## src/rtl/core_acc_arb_pkg.sv

```systemverilog
// Shared types for the accumulator arbiter: one-hot FSM encodings and the requester-ID width helper.
package core_acc_arb_pkg;

   typedef enum logic [2:0] {
      ARB_IDLE  = 3'b001,
      ARB_BURST = 3'b010,
      ARB_WAIT  = 3'b100
   } arb_state_t;

   function automatic int id_width(input int num_req);
      return (num_req <= 2) ? 1 : $clog2(num_req);
   endfunction

endpackage

```

## src/rtl/core_acc_arb_if.sv

```systemverilog
// Bundle of requester, accumulator and result signals around core_acc_arb.
interface core_acc_arb_if
   import core_acc_arb_pkg::*;
#(
   parameter int NUM_REQ   = 4,
   parameter int IDATA_BIT = 32,
   parameter int ODATA_BIT = 32,
   localparam int ID_W     = id_width(NUM_REQ)
) ();

   // Requester beats transfer on a cycle where req_valid[i] & req_ready[i]; acc_idata_valid,
   // acc_odata_valid and res_valid are single-cycle strobes with no back-pressure.
   logic [NUM_REQ*IDATA_BIT-1:0] req_psum;
   logic [NUM_REQ-1:0]           req_valid;
   logic [NUM_REQ-1:0]           req_ready;
   logic [IDATA_BIT-1:0]         acc_idata;
   logic                         acc_idata_valid;
   logic [ODATA_BIT-1:0]         acc_odata;
   logic                         acc_odata_valid;
   logic [ODATA_BIT-1:0]         res_data;
   logic [ID_W-1:0]              res_id;
   logic                         res_valid;

   modport slave (
      input  req_psum, req_valid, acc_odata, acc_odata_valid,
      output req_ready, acc_idata, acc_idata_valid, res_data, res_id, res_valid
   );

   modport master (
      output req_psum, req_valid, acc_odata, acc_odata_valid,
      input  req_ready, acc_idata, acc_idata_valid, res_data, res_id, res_valid
   );

endinterface

```

## src/rtl/core_acc_arb_rr.sv

```systemverilog
// Round-robin picker: first valid requester at or above rr_ptr, wrapping modulo NUM_REQ.
module core_acc_arb_rr
   import core_acc_arb_pkg::*;
#(
   parameter int NUM_REQ = 4,
   localparam int ID_W   = id_width(NUM_REQ)
) (
   input  logic [NUM_REQ-1:0] req_valid,
   input  logic [ID_W-1:0]    rr_ptr,
   input  logic               grant_en,
   output logic [ID_W-1:0]    grant_id,
   output logic               grant_any
);

   logic [ID_W-1:0] idx;

   // NUM_REQ is a power of two, so ID_W-bit addition wraps for free.
   always_comb begin
      grant_id  = '0;
      grant_any = 1'b0;
      idx       = '0;
      for (int i = 0; i < NUM_REQ; i++) begin
         idx = rr_ptr + ID_W'(i);
         if (grant_en && !grant_any && req_valid[idx]) begin
            grant_any = 1'b1;
            grant_id  = idx;
         end
      end
   end

endmodule

```

## src/rtl/core_acc_arb.sv

```systemverilog
// Shares one accumulator among NUM_REQ psum requesters, one whole burst per grant.
// Optional per-requester completed-burst counters under CORE_ACC_ARB_STAT_EN.
module core_acc_arb
   import core_acc_arb_pkg::*;
#(
   parameter int NUM_REQ   = 4,
   parameter int IDATA_BIT = 32,
   parameter int ODATA_BIT = 32,
   parameter int CDATA_BIT = 8
) (
   input  logic                 clk,
   input  logic                 rstn,
   input  logic [CDATA_BIT-1:0] cfg_acc_num,
   core_acc_arb_if.slave        bus,
   output logic                 busy,
   output arb_state_t           state_dbg
`ifdef CORE_ACC_ARB_STAT_EN
   ,
   output logic [NUM_REQ*16-1:0] stat_grant_cnt
`endif
);

   localparam int ID_W = id_width(NUM_REQ);
   localparam logic [NUM_REQ-1:0] ONE_MASK = {{(NUM_REQ-1){1'b0}}, 1'b1};

   arb_state_t           state;
   logic [ID_W-1:0]      grant_id;
   logic [ID_W-1:0]      rr_ptr;
   logic [ID_W-1:0]      pick_id;
   logic                 pick_any;
   logic                 grant_en;
   logic [CDATA_BIT-1:0] burst_len;
   logic [CDATA_BIT-1:0] beat_cnt;
   logic                 hs;

   assign grant_en  = (state == ARB_IDLE);
   assign hs        = (state == ARB_BURST) && bus.req_valid[grant_id];
   assign state_dbg = state;

   // Only the owner sees ready, and only while it is actually presenting a beat.
   assign bus.req_ready = (state == ARB_BURST) ? (bus.req_valid & (ONE_MASK << grant_id)) : '0;

   core_acc_arb_rr #(.NUM_REQ(NUM_REQ)) u_rr (
      .req_valid (bus.req_valid),
      .rr_ptr    (rr_ptr),
      .grant_en  (grant_en),
      .grant_id  (pick_id),
      .grant_any (pick_any)
   );

   always_ff @(posedge clk or negedge rstn) begin
      if (!rstn) begin
         state               <= ARB_IDLE;
         grant_id            <= '0;
         rr_ptr              <= '0;
         burst_len           <= '0;
         beat_cnt            <= '0;
         busy                <= 1'b0;
         bus.acc_idata       <= '0;
         bus.acc_idata_valid <= 1'b0;
         bus.res_data        <= '0;
         bus.res_id          <= '0;
         bus.res_valid       <= 1'b0;
      end else begin
         bus.acc_idata_valid <= 1'b0;
         bus.res_valid       <= 1'b0;
         case (state)
            ARB_IDLE: begin
               if (pick_any) begin
                  grant_id  <= pick_id;
                  // A zero beat count still means one beat, so a burst always terminates.
                  burst_len <= (cfg_acc_num == '0) ? CDATA_BIT'(1) : cfg_acc_num;
                  busy      <= 1'b1;
                  state     <= ARB_BURST;
               end
            end
            ARB_BURST: begin
               if (hs) begin
                  bus.acc_idata       <= bus.req_psum[grant_id*IDATA_BIT +: IDATA_BIT];
                  bus.acc_idata_valid <= 1'b1;
                  if (beat_cnt == burst_len - 1'b1) begin
                     beat_cnt <= '0;
                     state    <= ARB_WAIT;
                  end else begin
                     beat_cnt <= beat_cnt + 1'b1;
                  end
               end
            end
            ARB_WAIT: begin
               if (bus.acc_odata_valid) begin
                  bus.res_data  <= bus.acc_odata;
                  bus.res_id    <= grant_id;
                  bus.res_valid <= 1'b1;
                  rr_ptr        <= grant_id + 1'b1;
                  busy          <= 1'b0;
                  state         <= ARB_IDLE;
               end
            end
            default: begin
               busy  <= 1'b0;
               state <= ARB_IDLE;
            end
         endcase
      end
   end

`ifdef CORE_ACC_ARB_STAT_EN
   logic [NUM_REQ-1:0][15:0] stat_cnt;

   // Counts a burst at the same edge its result strobe is launched.
   always_ff @(posedge clk or negedge rstn) begin
      if (!rstn) begin
         stat_cnt <= '0;
      end else if (state == ARB_WAIT && bus.acc_odata_valid && stat_cnt[grant_id] != 16'hFFFF) begin
         stat_cnt[grant_id] <= stat_cnt[grant_id] + 16'd1;
      end
   end

   assign stat_grant_cnt = stat_cnt;
`endif

endmodule

```

## src/flat_wrapper.sv

```systemverilog
// flat-port wrapper written by rule: the top's interface ports become plain ports
module core_acc_arb_flat import core_acc_arb_pkg::*;
#(
   parameter int NUM_REQ   = 4,
   parameter int IDATA_BIT = 32,
   parameter int ODATA_BIT = 32,
   parameter int CDATA_BIT = 8
)
  (clk, rstn, cfg_acc_num, busy, state_dbg, bus_req_psum, bus_req_valid, bus_acc_odata, bus_acc_odata_valid, bus_req_ready, bus_acc_idata, bus_acc_idata_valid, bus_res_data, bus_res_id, bus_res_valid);
  core_acc_arb_if #(.NUM_REQ(NUM_REQ), .IDATA_BIT(IDATA_BIT), .ODATA_BIT(ODATA_BIT)) bus_i ();
  input  logic clk;
  input  logic rstn;
  input  logic [CDATA_BIT-1:0] cfg_acc_num;
  output logic busy;
  output arb_state_t state_dbg;
  input wire logic [$bits(bus_i.req_psum)-1:0] bus_req_psum;
  input wire logic [$bits(bus_i.req_valid)-1:0] bus_req_valid;
  input wire logic [$bits(bus_i.acc_odata)-1:0] bus_acc_odata;
  input wire logic [$bits(bus_i.acc_odata_valid)-1:0] bus_acc_odata_valid;
  output wire logic [$bits(bus_i.req_ready)-1:0] bus_req_ready;
  output wire logic [$bits(bus_i.acc_idata)-1:0] bus_acc_idata;
  output wire logic [$bits(bus_i.acc_idata_valid)-1:0] bus_acc_idata_valid;
  output wire logic [$bits(bus_i.res_data)-1:0] bus_res_data;
  output wire logic [$bits(bus_i.res_id)-1:0] bus_res_id;
  output wire logic [$bits(bus_i.res_valid)-1:0] bus_res_valid;
  assign bus_i.req_psum = bus_req_psum;
  assign bus_i.req_valid = bus_req_valid;
  assign bus_i.acc_odata = bus_acc_odata;
  assign bus_i.acc_odata_valid = bus_acc_odata_valid;
  assign bus_req_ready = bus_i.req_ready;
  assign bus_acc_idata = bus_i.acc_idata;
  assign bus_acc_idata_valid = bus_i.acc_idata_valid;
  assign bus_res_data = bus_i.res_data;
  assign bus_res_id = bus_i.res_id;
  assign bus_res_valid = bus_i.res_valid;
  core_acc_arb #(.NUM_REQ(NUM_REQ), .IDATA_BIT(IDATA_BIT), .ODATA_BIT(ODATA_BIT), .CDATA_BIT(CDATA_BIT)) u_core (.clk(clk), .rstn(rstn), .cfg_acc_num(cfg_acc_num), .bus(bus_i), .busy(busy), .state_dbg(state_dbg));
endmodule
```

## config.mk

```make
export PLATFORM = sky130hd
export DESIGN_NAME = core_acc_arb_flat
export DESIGN_NICKNAME = d
export VERILOG_FILES = /design/src/rtl/core_acc_arb_pkg.sv /design/src/rtl/core_acc_arb_if.sv /design/src/rtl/core_acc_arb_rr.sv /design/src/rtl/core_acc_arb.sv /design/src/flat_wrapper.sv
export SDC_FILE = /design/constraint.sdc
export NUM_CORES = 1
export LEC_CHECK = 0
export BUFFER_PORTS_ARGS = -buffer_cell sky130_fd_sc_hd__buf_2
export CORE_ASPECT_RATIO = 0.9
export CORE_MARGIN = 2
export CORE_UTILIZATION = 49
export DETAILED_ROUTE_END_ITERATION = 10
export PLACE_DENSITY = 0.86
export RECOVER_POWER = 100
export SKIP_LAST_GASP = 1
export SLEW_MARGIN = 40
export SYNTH_ARGS = -nofsm -noshare
export SYNTH_HDL_FRONTEND = slang
export SYNTH_SLANG_ARGS = --single-unit
```

## constraint.sdc

```tcl
create_clock -name clk -period 3 [get_ports clk]
set_input_delay 0.6 -clock clk [delete_from_list [all_inputs] [get_ports clk]]
set_output_delay 0.6 -clock clk [all_outputs]
set_load 0.05 [all_outputs]
```

==> results of run 1 <==
[synth_stat cells (3+ instances only)]
library cell	n	area, sq um
buf_2	9	45.0
mux4_2	33	743
xor2_1	4	35.0
mux2i_1	3	30.0
inv_1	11	41.3
ha_1	6	75.1
a21oi_1	8	40.0
nand2b_1	3	18.8
nand2_1	15	56.3
nor2b_1	5	31.3
and3_1	4	25.0
o21ai_1	3	15.0
clkbuf_1	5	18.8
nor4_1	3	18.8
dfrtp_1	91	2280
mux2_2	71	800
nor2_1	3	11.3
nor3_1	8	40.0
o21ai_0	13	65.1
xnor2_1	3	26.3
[path summary, 6_finish.rpt]
path | startpoint | end | slack, ps | cells after the start
max in group asynchronous | rstn | u_core.grant_id[0]$_DFFE_PN0P_ | 810 | 2
min in group asynchronous | rstn | u_core.bus.res_data[14]$_DFFE_PN0P_ | 470 | 1
min | bus_acc_odata[9] | u_core.bus.res_data[9]$_DFFE_PN0P_ | 460 | 2
max | u_core.grant_id[0]$_DFFE_PN0P_ | bus_req_ready[2] | 260 | 5
min reg2reg | u_core.bus.acc_idata[29]$_DFFE_PN0P_ | u_core.bus.acc_idata[29]$_DFFE_PN0P_ | 510 | 1
max reg2reg | u_core.burst_len[0]$_DFFE_PN0P_ | u_core.state_dbg[1]$_DFFE_PN0P_ | 390 | 7
[sequential cells by signal, summed over array words and instances (netlist names)]
name                        count
u_core.beat_cnt                 8
u_core.burst_len                8
u_core.bus.acc_idata           32
u_core.bus.acc_idata_valid      1
u_core.bus.res_data            32
u_core.bus.res_id               2
u_core.bus.res_valid            1
u_core.busy                     1
u_core.grant_id                 2
u_core.rr_ptr                   2
u_core.state_dbg                3
[area by class of cell]
cell class	count	share of cell area, %
clock buffers	9	1.98
clock inverters	7	1.30
inverters	11	0.660
multi-input cells	221	37.2
flip-flops and latches	92	36.9
well taps	126	2.52
repair buffers	257	19.4
[per-layer routing]
metal / wire [um] / vias up
li1: - / 1798
met1: 4990 / 1995
met2: 7630 / 145
met3: 738 / 27
met4: 272 / 0
met5: 0 / -
[worst max-delay path, stage by stage (launching register included)]
cell,delay [ps]
dfrtp_2,390
clkbuf_4,580
inv_1,170
ha_1,240
and3_1,170
buf_2,210
[logic make-up after synthesis]
logic type / count (synthesis) / synth area share (%)
xor+xnor: 7 / 1.28
mux: 107 / 32.8
compound gates: 43 / 6.24
simple gates: 58 / 7.34
buf+inv: 29 / 2.66
flops: 92 / 48.1
fa+ha+maj: 6 / 1.57
[power by group through the flow]
stage | combinational (mW) | clock [mW] | sequential [mW]
global route | 3.27 | 0.942 | 1.94
global placement | 3.06 | 0 | 1.90
finish | 3.07 | 0.862 | 1.89
detailed placement | 3.20 | 0 | 1.92
CTS | 3.20 | 0.888 | 1.90
floorplan | 1.54 | 0 | 2.75
[cells in the final DEF (no fill, tap or decap), types with 2 or more instances in the layout]
| master | instances |
|---|---|
| a21oi_1 | 8 |
| ha_1 | 6 |
| buf_4 | 2 |
| buf_2 | 174 |
| nand4_1 | 2 |
| clkbuf_2 | 5 |
| mux4_2 | 33 |
| and3_1 | 4 |
| xnor2_1 | 3 |
| a21o_1 | 2 |
| nand2_1 | 16 |
| a22oi_1 | 2 |
| clkbuf_8 | 9 |
| or2_2 | 2 |
| dfrtp_1 | 90 |
| clkbuf_1 | 74 |
| inv_1 | 11 |
| nand2b_1 | 3 |
| nand3_1 | 2 |
| o21ai_0 | 16 |
| nor4_1 | 4 |
| xor2_1 | 4 |
| nor2b_1 | 5 |
| nor2_1 | 3 |
| nor3_1 | 8 |
| mux2i_1 | 3 |
| inv_6 | 4 |
| mux2_2 | 71 |
[through the flow]
step / instances / cell area [sq um] / hold WS [ps] / worst slack (ps)
6_report: 723 / 6250 / 455 / 264
5_1_grt: 723 / 6250 / 431 / 80.5
4_1_cts: 723 / 6410 / 254 / 246
3_5_place_dp: 707 / 6210 / 489 / 637
3_3_place_gp: 707 / 6210 / 484 / 690
2_1_floorplan: 342 / 4790 / 304 / 682
==> summary.md, run 1 <==
| Metric | Value |
|---|---|
| Gpl congestion | `between 0.8 and 0.9` |
| Worst Tran Pin Value | `1220 ps` |
| FFs w/ async S/R, synth | `100%` |
| Sequential share of power | `32.5%` |
| Endpoints failing hold | `0` |
| Switching Share | `between 40% and 50%` |
| Slew headroom | `18.5%` |
| Port Buffer Count | `250` |
| Final setup violation count | `0` |
| Clock sink total | `92` |
| Overall power | `5.82 mW` |
| First-pass GRT wire length | `22.0 mm` |
| Total of max-cap violations | `0` |
| Arr. time, crit path | `between 2000 and 2500 ps` |
| DP HPWL | `10.9 mm` |
| Gr busiest metal | `met2` |
| DR pass1 iterations | `4` |
| Post-Synthesis Cells | `342` |
| CTS root buf | `clkbuf_8` |
| Final slew viol count | `0` |
| Multi-input gate area | `2330 sq um` |
| EDFF count, synth | `0` |
| Pint | `3.14 mW` |
| Met3 usage | `approximately 6.9%` |
| PwrDens | `931 nW/um^2` |
| Unique masters post-synth | `53` |
| Fin crit share | `91.2%` |
| Critical path peak fanout | `37` |
| Num CTS Buffers | `9` |
| RSZ-0062 raised after global routing | `false` |
| Peak VDD IR | `roughly 0.58 mV` |
| Gate power share | `a little over half` |
| Clk buf depth | `2` |
| Period minus WS final | `2740 ps` |
| Die area | `approximately 11000 sq um` |
| Initial Util | `50.1%` |
| CP endpoint kind | `output pin` |
| # rows | `34` |
| Final Util | `between 60% and 70%` |
| Area Growth Syn to Fin | `30.5%` |
| GR Util All Layers | `27.1%` |
| Htree depth | `3` |
| FMAX | `about 0.37 GHz` |
| Post-CTS setup buffers | `0` |
| Status | `complete, no violations` |
| Grt met2 use | `48.4%` |
| Post-CTS resize count | `0` |
| Fillers | `792` |
| Worst hold path class | `in2reg` |
| Layout cells sized above 1 | `between 50% and 60%` |
| Sequential area share after synthesis | `48.1%` |
| Antenna Cells | `0` |
| Synthesized area per cell | `~14 sq um` |
| Pin count of the biggest net entering global routing | `51` |
| CTS tree | `built` |
| Synth Cell Area | `4790 sq um` |
| Syn Nets | `between 500 and 600` |
| FF+latch count, synth | `92` |
| CP required | `2400 ps` |
| Clk_lat worst skew | `around 370 ps` |
| Height of the chip | `97.8 um` |
| Routed WL per cell | `18.8 um` |
| 1st-iter DRT viols | `106` |
| DRC violations left | `0` |
| CP Class | `reg2out` |
| Ys Warns | `0` |
| Core area | `9570 sq um` |
| Clock slew at reported path FFs | `100 ps` |
| Hold_buf cts | `0` |
| Layout net count | `773` |
| Initial antenna violation count | `0` |
| IO Pins | `251` |
| Grt met1 use | `about a third` |
| Routed WL | `13.6 mm` |
| Most common flop cell mapped by yosys | `dfrtp_1` |
| Reg area | `2300 sq um` |
| Skew final | `roughly 11 ps` |
| Antenna-violating nets left | `0` |
| Setup_tns | `0 ps` |
| Net Switching | `approximately 2.7 mW` |
| Die width | `108 um` |
| Clk pwr share | `14.8%` |
| Startpoint Class | `flip-flop` |
| Vias in the first global route | `roughly 4300` |
| Total global routing overflow | `0` |
| Leakage Power | `2.98 nW` |
| Routed vias | `3965` |
| Vias per inst | `5.48` |
No activity file was read; power rests on OpenSTA's default activity.
==> run 2: changes to the inputs <==
--- a/config.mk
+++ b/config.mk
@@ -8,7 +8,7 @@
 export BUFFER_PORTS_ARGS = -buffer_cell sky130_fd_sc_hd__buf_2
 export CORE_ASPECT_RATIO = 0.9
 export CORE_MARGIN = 2
-export CORE_UTILIZATION = 49
+export CORE_UTILIZATION = 50
 export DETAILED_ROUTE_END_ITERATION = 10
 export PLACE_DENSITY = 0.86
 export RECOVER_POWER = 100
@@ -16,4 +16,5 @@
 export SLEW_MARGIN = 40
 export SYNTH_ARGS = -nofsm -noshare
 export SYNTH_HDL_FRONTEND = slang
+export SYNTH_HIERARCHICAL = 1
 export SYNTH_SLANG_ARGS = --single-unit
==> summary.md, run 2 <==
| Metric | Value |
|---|---|
| CTS root buf | `clkbuf_8` |
| DR pass1 iterations | `5 (+1)` |
| Skew final | `21.4 ps (+10.4 ps)` |
| Failing checks | `max-capacitance violations, max-slew violations` |
| Vias in the first global route | `4473 (+3.1%)` |
| Clk buf depth | `2 (unchanged)` |
| Clk_lat worst skew | `360 ps (about the same)` |
| Overall power | `5.49 mW (-5.7%)` |
| Pin count of the biggest net entering global routing | `57 (+12%)` |
| Largest registers | `u_core/bus.acc_idata x32, u_core/bus.res_data x32` |
| Hold_buf cts | `0 (unchanged)` |
| CP endpoint kind | `output pin` |
| Endpoints failing hold | `0 (unchanged)` |
| Unique masters post-synth | `53 (unchanged)` |
| Most common flop cell mapped by yosys | `dfrtp_1` |
| # rows | `34 (unchanged)` |
| RSZ-0062 raised after global routing | `false` |
| Max stage delay on crit path | `470 ps (-110 ps)` |
| Commonest non-fill, non-tap cell in the layout | `buf_2` |
| Worst setup path start | `u_core/grant_id[1]$_DFFE_PN0P_` |
| Gpl congestion | `0.899 (+11%)` |
| CP required | `2400 ps (about the same)` |
| FFs w/ async S/R, synth | `100% (unchanged)` |
| Peak VDD IR | `0.554 mV (-4.2%)` |
| Routed WL per cell | `19.5 um (+3.7%)` |
| Placed Instances | `737 (+4.2%)` |
| First-pass GRT wire length | `22.6 mm (+2.8%)` |
| Synth top area cells | `dfrtp_1 (45%), mux2_2 (16%), mux4_2 (15%)` |
| DRC violations left | `0 (unchanged)` |
| Synth Cell Area | `5050 sq um (+5.5%)` |
| PwrDens | `855 nW/um^2 (-8.2%)` |
| Area Growth Syn to Fin | `27.1%` |
| Die area | `10900 sq um (+3.2%)` |
| Worst Tran Pin Value | `2050 ps (+824 ps)` |
| Post-CTS setup buffers | `0 (unchanged)` |
| Critical path peak fanout | `36 (-2.7%)` |
| Total global routing overflow | `0 (unchanged)` |
| Most frequent cells after synthesis | `dfrtp_1 (91), mux2_2 (72), mux4_2 (33), nand2_1 (23), o21ai_0 (19)` |
| Area leader, netlist | `dfrtp_1` |
| Worst R2R Start | `u_core/rr_ptr[1]$_DFFE_PN0P_` |
| Hold path start | `bus_acc_odata[28]` |
| Routed vias | `4204 (+6.0%)` |
| Final slew viol count | `75 (+75)` |
| Layout cells sized above 1 | `49.4% (-2.5 points)` |
| Initial Util | `51.9% (+1.8 points)` |
| Leakage Power | `3.01 nW (+0.99%)` |
| Fillers | `775 (-2.1%)` |
| Height of the chip | `99.4 um (+1.6%)` |
| IO Pins | `251 (unchanged)` |
| Period minus WS final | `2660 ps (-71.2 ps)` |
| Routed WL | `14.7 mm (+8.1%)` |
| 1st-iter DRT viols | `192 (+81%)` |
| Post-Synthesis Cells | `382 (+12%)` |
| Finished Layout Cells | `754 (+4.3%)` |
| Design Area, Final | `6420 sq um (+2.7%)` |
| FF+latch count, synth | `92 (unchanged)` |
| Fin crit share | `88.8% (-2.4 points)` |
| Slew headroom | `-36.5% (-55 points)` |
| CP Class | `reg2out` |
| FMAX | `0.375 GHz (+2.7%)` |
| Cell with the most instances after synthesis | `dfrtp_1` |
| Commonest cells after routing, fill and taps aside | `buf_2 (175), dfrtp_1 (89), clkbuf_1 (74), mux2_2 (70), mux4_2 (33)` |
| Total of max-cap violations | `2 (+2)` |
| Syn Nets | `563 (+7.6%)` |
| Status | `finished, violations left` |
| Setup_tns | `0 ps (unchanged)` |
| Sequential area share after synthesis | `45.6% (-2.5 points)` |
| Yosys top cell area share | `45.1% (-2.5 points)` |
| Area of placed instances | `6340 sq um (+2.1%)` |
| Ys Warns | `6 (+6)` |
| Vias per inst | `5.58 (+1.7%)` |
| Arr. time, crit path | `2060 ps (-80 ps)` |
| Antenna-violating nets left | `0 (unchanged)` |
| Port Buffer Count | `250 (unchanged)` |
| Worst hold path class | `in2reg` |
| Synthesized area per cell | `13.2 sq um (-5.6%)` |
| Num CTS Buffers | `9 (unchanged)` |
| EDFF count, synth | `0 (unchanged)` |
| Final setup violation count | `0 (unchanged)` |
| Initial antenna violation count | `2 (+2)` |
| Clock slew at reported path FFs | `100 ps (about the same)` |
| DP HPWL | `11.6 mm (+6.3%)` |
| Crit path max-delay family | `buffers and inverters` |
| CP bufs+invs | `3 (unchanged)` |
| CTS tree | `built` |
| Layout net count | `803 (+3.9%)` |
| Core area | `9740 sq um (+1.8%)` |
| Die width | `110 um (+1.6%)` |
| Clock sink total | `92 (unchanged)` |
| GR Util All Layers | `27.4% (+0.30 points)` |
| Post-CTS resize count | `0 (unchanged)` |
| Slowest CP cell | `clkbuf_1` |
| Htree depth | `3 (unchanged)` |
| Crit-path cells | `buf_4 -> inv_1 -> ha_1 -> and3_1 -> clkbuf_1` |
| Startpoint Class | `flip-flop` |
==> run 2: cell types whose count changed in the layout (fill, tap and decap cells not counted), sizes merged, moves of 3 or more <==
cell    delta
buf        +3
mux2       +6
nor2       +9
a21boi     +4
nand2      +8
nand3      +3
nand2b     +4
inv        -5
o21ai      +3
xnor2      +4
==> run 2: logic make-up after synthesis <==
| group | after synthesis | share of synthesized area [%] |
|---|---|---|
| adder cells (fa/ha/maj) | 6 | 1.49 |
| XOR/XNOR | 9 | 1.56 |
| AND/OR/NAND/NOR | 81 | 8.49 |
| multiplexers | 112 | 32.6 |
| AO/OA/AOI/OAI | 47 | 5.99 |
| flip-flops | 92 | 45.6 |
| buffers and inverters | 35 | 4.23 |
==> run 2: metrics by stage <==
stage               hold slack (ps)  utilization (%)  setup slack [ps]
floorplan                       304                -               418
global placement                484             65.1               514
detailed placement              490             65.1               417
CTS                             196             67.1               406
global route                    452             65.9               227
finish                          468             65.9               336
==> run 2: power by group <==
group,leakage [nW],switching (mW),internal (mW)
clock,0.0965,0.458,0.356
combinational,1.75,1.78,1.04
sequential,1.16,0.283,1.58
total,3.01,2.52,2.97
==> run 2: worst register-to-register path, stage by stage (launching register included) <==
cell,delay [ps]
dfrtp_1,610
nand2b_1,230
o32ai_1,110
mux2_1,350
a21boi_0,320
and2_1,490
mux2_2,400
==> run 2: final timing paths <==
kind | slack, ps | cells after the start | end
worst min register to register | 510 | 1 | u_core/bus.acc_idata[26]$_DFFE_PN0P_
max in group asynchronous | 850 | 1 | u_core/grant_id[0]$_DFFE_PN0P_
worst max register to register | 380 | 6 | u_core/burst_len[2]$_DFFE_PN0P_
worst min-delay path | 470 | 2 | u_core/bus.res_data[28]$_DFFE_PN0P_
min in group asynchronous | 820 | 1 | u_core/bus.acc_idata[6]$_DFFE_PN0P_
worst max-delay path | 340 | 5 | bus_req_ready[1]
==> run 2: layer usage <==
metal	part of all wire (%)	global-route usage, %	vias to the layer above
met2	51	47.0	200
met3	8.1	6.95	33
met1	38	33.3	2066
met4	2.9	10.0	2
met5	0.048	0	-
li1	-	-	1903
==> run 2: area by class of cell <==
class / count / area [sq um] / area share (%)
multi-input combinational: 255 / 2520 / 39.2
antenna: 1 / 2.50 / 0.0390
clock inverter: 5 / 42.5 / 0.662
tap: 126 / 158 / 2.45
clock buffer: 11 / 151 / 2.36
sequential: 92 / 2310 / 35.9
timing repair buffer: 256 / 1220 / 18.9
inverter: 8 / 30.0 / 0.467
==> run 3: changes to the inputs <==
--- a/config.mk
+++ b/config.mk
@@ -12,6 +12,7 @@
 export DETAILED_ROUTE_END_ITERATION = 10
 export PLACE_DENSITY = 0.86
 export RECOVER_POWER = 100
+export SETUP_SLACK_MARGIN = 0.5
 export SKIP_LAST_GASP = 1
 export SLEW_MARGIN = 40
 export SYNTH_ARGS = -nofsm -noshare
==> summary.md, run 3 (synthesis results as in run 2) <==
| Metric | Value |
|---|---|
| Status | `finished, violations left` |
| Failing checks | `max-capacitance violations, max-slew violations` |
| Setup_tns | `0 ps (unchanged)` |
| Height of the chip | `99.4 um (unchanged)` |
| Slew headroom | `-14.6% (+22 points)` |
| Fillers | `764 (-1.4%)` |
| Die width | `110 um (unchanged)` |
| GR Util All Layers | `26.9% (-0.47 points)` |
| Total global routing overflow | `0 (unchanged)` |
| Area of placed instances | `6340 sq um (about the same)` |
| Gpl congestion | `0.888 (-1.3%)` |
| Final setup margin | `312 ps (-23.5 ps)` |
| CP required | `2400 ps (about the same)` |
| Pre-CTS WS | `419 ps (+2.06 ps)` |
| FMAX | `0.372 GHz (-0.87%)` |
| Largest registers | `u_core/bus.acc_idata x32, u_core/bus.res_data x32` |
| Layout cells sized above 1 | `50.4% (+0.95 points)` |
| Clock sink total | `92 (unchanged)` |
| Placed Instances | `736 (-0.14%)` |
| IO Pins | `251 (unchanged)` |
| Port Buffer Count | `250 (unchanged)` |
| Clk buf depth | `2 (unchanged)` |
| Leakage Power | `3.07 nW (+2.0%)` |
| Area Growth Syn to Fin | `29.3%` |
| Peak VDD IR | `0.647 mV (+17%)` |
| Worst R2R Start | `u_core/rr_ptr[1]$_DFFE_PN0P_` |
| Core area | `9740 sq um (unchanged)` |
| Routed WL per cell | `19.7 um (+0.65%)` |
| Total of max-cap violations | `1 (-1)` |
| CP Class | `reg2out` |
| DR pass1 iterations | `5 (unchanged)` |
| Endpoints failing hold | `0 (unchanged)` |
| CTS root buf | `clkbuf_8` |
| DP HPWL | `11.6 mm (+0.57%)` |
| Finished Layout Cells | `764 (+1.3%)` |
| Vias per inst | `5.59 (+0.19%)` |
| Multi-input gate area | `2530 sq um (+0.55%)` |
| Overall power | `5.76 mW (+4.8%)` |
| Vias in the first global route | `4386 (-1.9%)` |
| Initial antenna violation count | `4 (+2)` |
| Num CTS Buffers | `9 (unchanged)` |
| Routed vias | `4268 (+1.5%)` |
| Startpoint Class | `flip-flop` |
| Die area | `10900 sq um (unchanged)` |
| Layout net count | `809 (+0.75%)` |
| Final setup violation count | `0 (unchanged)` |
| Worst hold path class | `in2async` |
| Initial Util | `51.9% (unchanged)` |
| PwrDens | `881 nW/um^2 (+3.0%)` |
| Routed WL | `15.0 mm (+2.0%)` |
| Antenna-violating nets left | `0 (unchanged)` |
| Htree depth | `3 (unchanged)` |
| Arr. time, crit path | `2090 ps (+30 ps)` |
| CP endpoint kind | `output pin` |
| Worst Tran Pin Value | `1720 ps (-329 ps)` |
| DRC violations left | `0 (unchanged)` |
| Clock slew at reported path FFs | `90 ps (about the same)` |
| FF-to-FF setup slack | `450 ps (+70 ps)` |
| Skew final | `14.1 ps (-7.32 ps)` |
| 1st-iter DRT viols | `227 (+18%)` |
| RSZ-0062 raised after global routing | `false` |
| Design Area, Final | `6530 sq um (+1.7%)` |
| # rows | `34 (unchanged)` |
| Critical path peak fanout | `26 (-28%)` |
| Commonest cells after routing, fill and taps aside | `buf_2 (175), dfrtp_1 (90), clkbuf_1 (74), mux2_2 (70), mux4_2 (33)` |
| Fin crit share | `89.6% (+0.78 points)` |
| Worst setup path start | `u_core/grant_id[1]$_DFFE_PN0P_` |
| R2R Path End | `u_core/burst_len[2]$_DFFE_PN0P_` |
| Pin count of the biggest net entering global routing | `54 (-5.3%)` |
| R2r worst-path depth | `6 (unchanged)` |
| Period minus WS final | `2690 ps (+23.5 ps)` |
| Final slew viol count | `38 (-49%)` |
| Hold_buf cts | `0 (unchanged)` |
| Reg area | `2310 sq um (about the same)` |
| Commonest non-fill, non-tap cell in the layout | `buf_2` |
| First-pass GRT wire length | `22.1 mm (-2.2%)` |
| CTS tree | `built` |
| Clk_lat worst skew | `360 ps (about the same)` |
==> run 3: changes by cell type in the layout (fill, tap and decap cells not counted), moves of 2 or more <==
cell       delta
mux2_4        +2
buf_4         +5
diode_2       +4
bufinv_16     +2
mux2_1        -2
dfrtp_2       -2
==> run 3: power breakdown <==
group	total, mW	switching [mW]	internal [mW]
Sequential	1.89	0.313	1.58
Combinational	2.91	1.80	1.11
Clock	0.954	0.452	0.501
==> run 3: area by class of cell <==
class                      instances  area share (%)
antenna                            5           0.191
clock buffer                      10            2.11
clock inverter                     6            1.46
inverter                           8           0.498
multi-input combinational        255            38.7
sequential                        92            35.3
tap                              126            2.41
timing repair buffer             262            19.3
==> run 3: worst max-delay path by stage <==
stage                                       to  cells past startpoint
4_1_cts                       bus_req_ready[0]                      5
5_1_grt                       bus_req_ready[2]                      4
2_1_floorplan  u_core/burst_len[5]$_DFFE_PN0P_                      6
6_report                      bus_req_ready[2]                      4
3_5_place_dp    u_core/beat_cnt[5]$_DFFE_PN0P_                      7
3_3_place_gp    u_core/beat_cnt[5]$_DFFE_PN0P_                      7
==> run 3: critical path, stage by stage (launching register included) <==
cell,delay [ps]
dfrtp_1,650
buf_8,280
ha_1,170
and3_1,140
clkbuf_1,470
==> run 3: repair_timing <==
action                                  in CTS  in global routing
endpoints found under the hold margin        0                  0
gates resized for setup                      5                  3
endpoints found under the setup margin       4                 42
pin swaps                                    0                  0
buffers inserted                             2                  5
==> run 3: per-layer routing <==
layer	routed length [um]	GRT usage [%]	part of all wire (%)
met1	5620	31.5	37
met2	7730	45.3	51
met3	1130	8.19	7.5
met4	550	12.2	3.7
met5	0	0	0
==> run 3: stage by stage <==
| stage | hold slack, ps | utilization [%] |
|---|---|---|
| after global routing | 222 | 67.0 |
| after global placement | 484 | 65.1 |
| after CTS | 222 | 67.8 |
| final | 201 | 67.1 |
| after floorplan | 304 | - |
| after detailed placement | 489 | 65.1 |
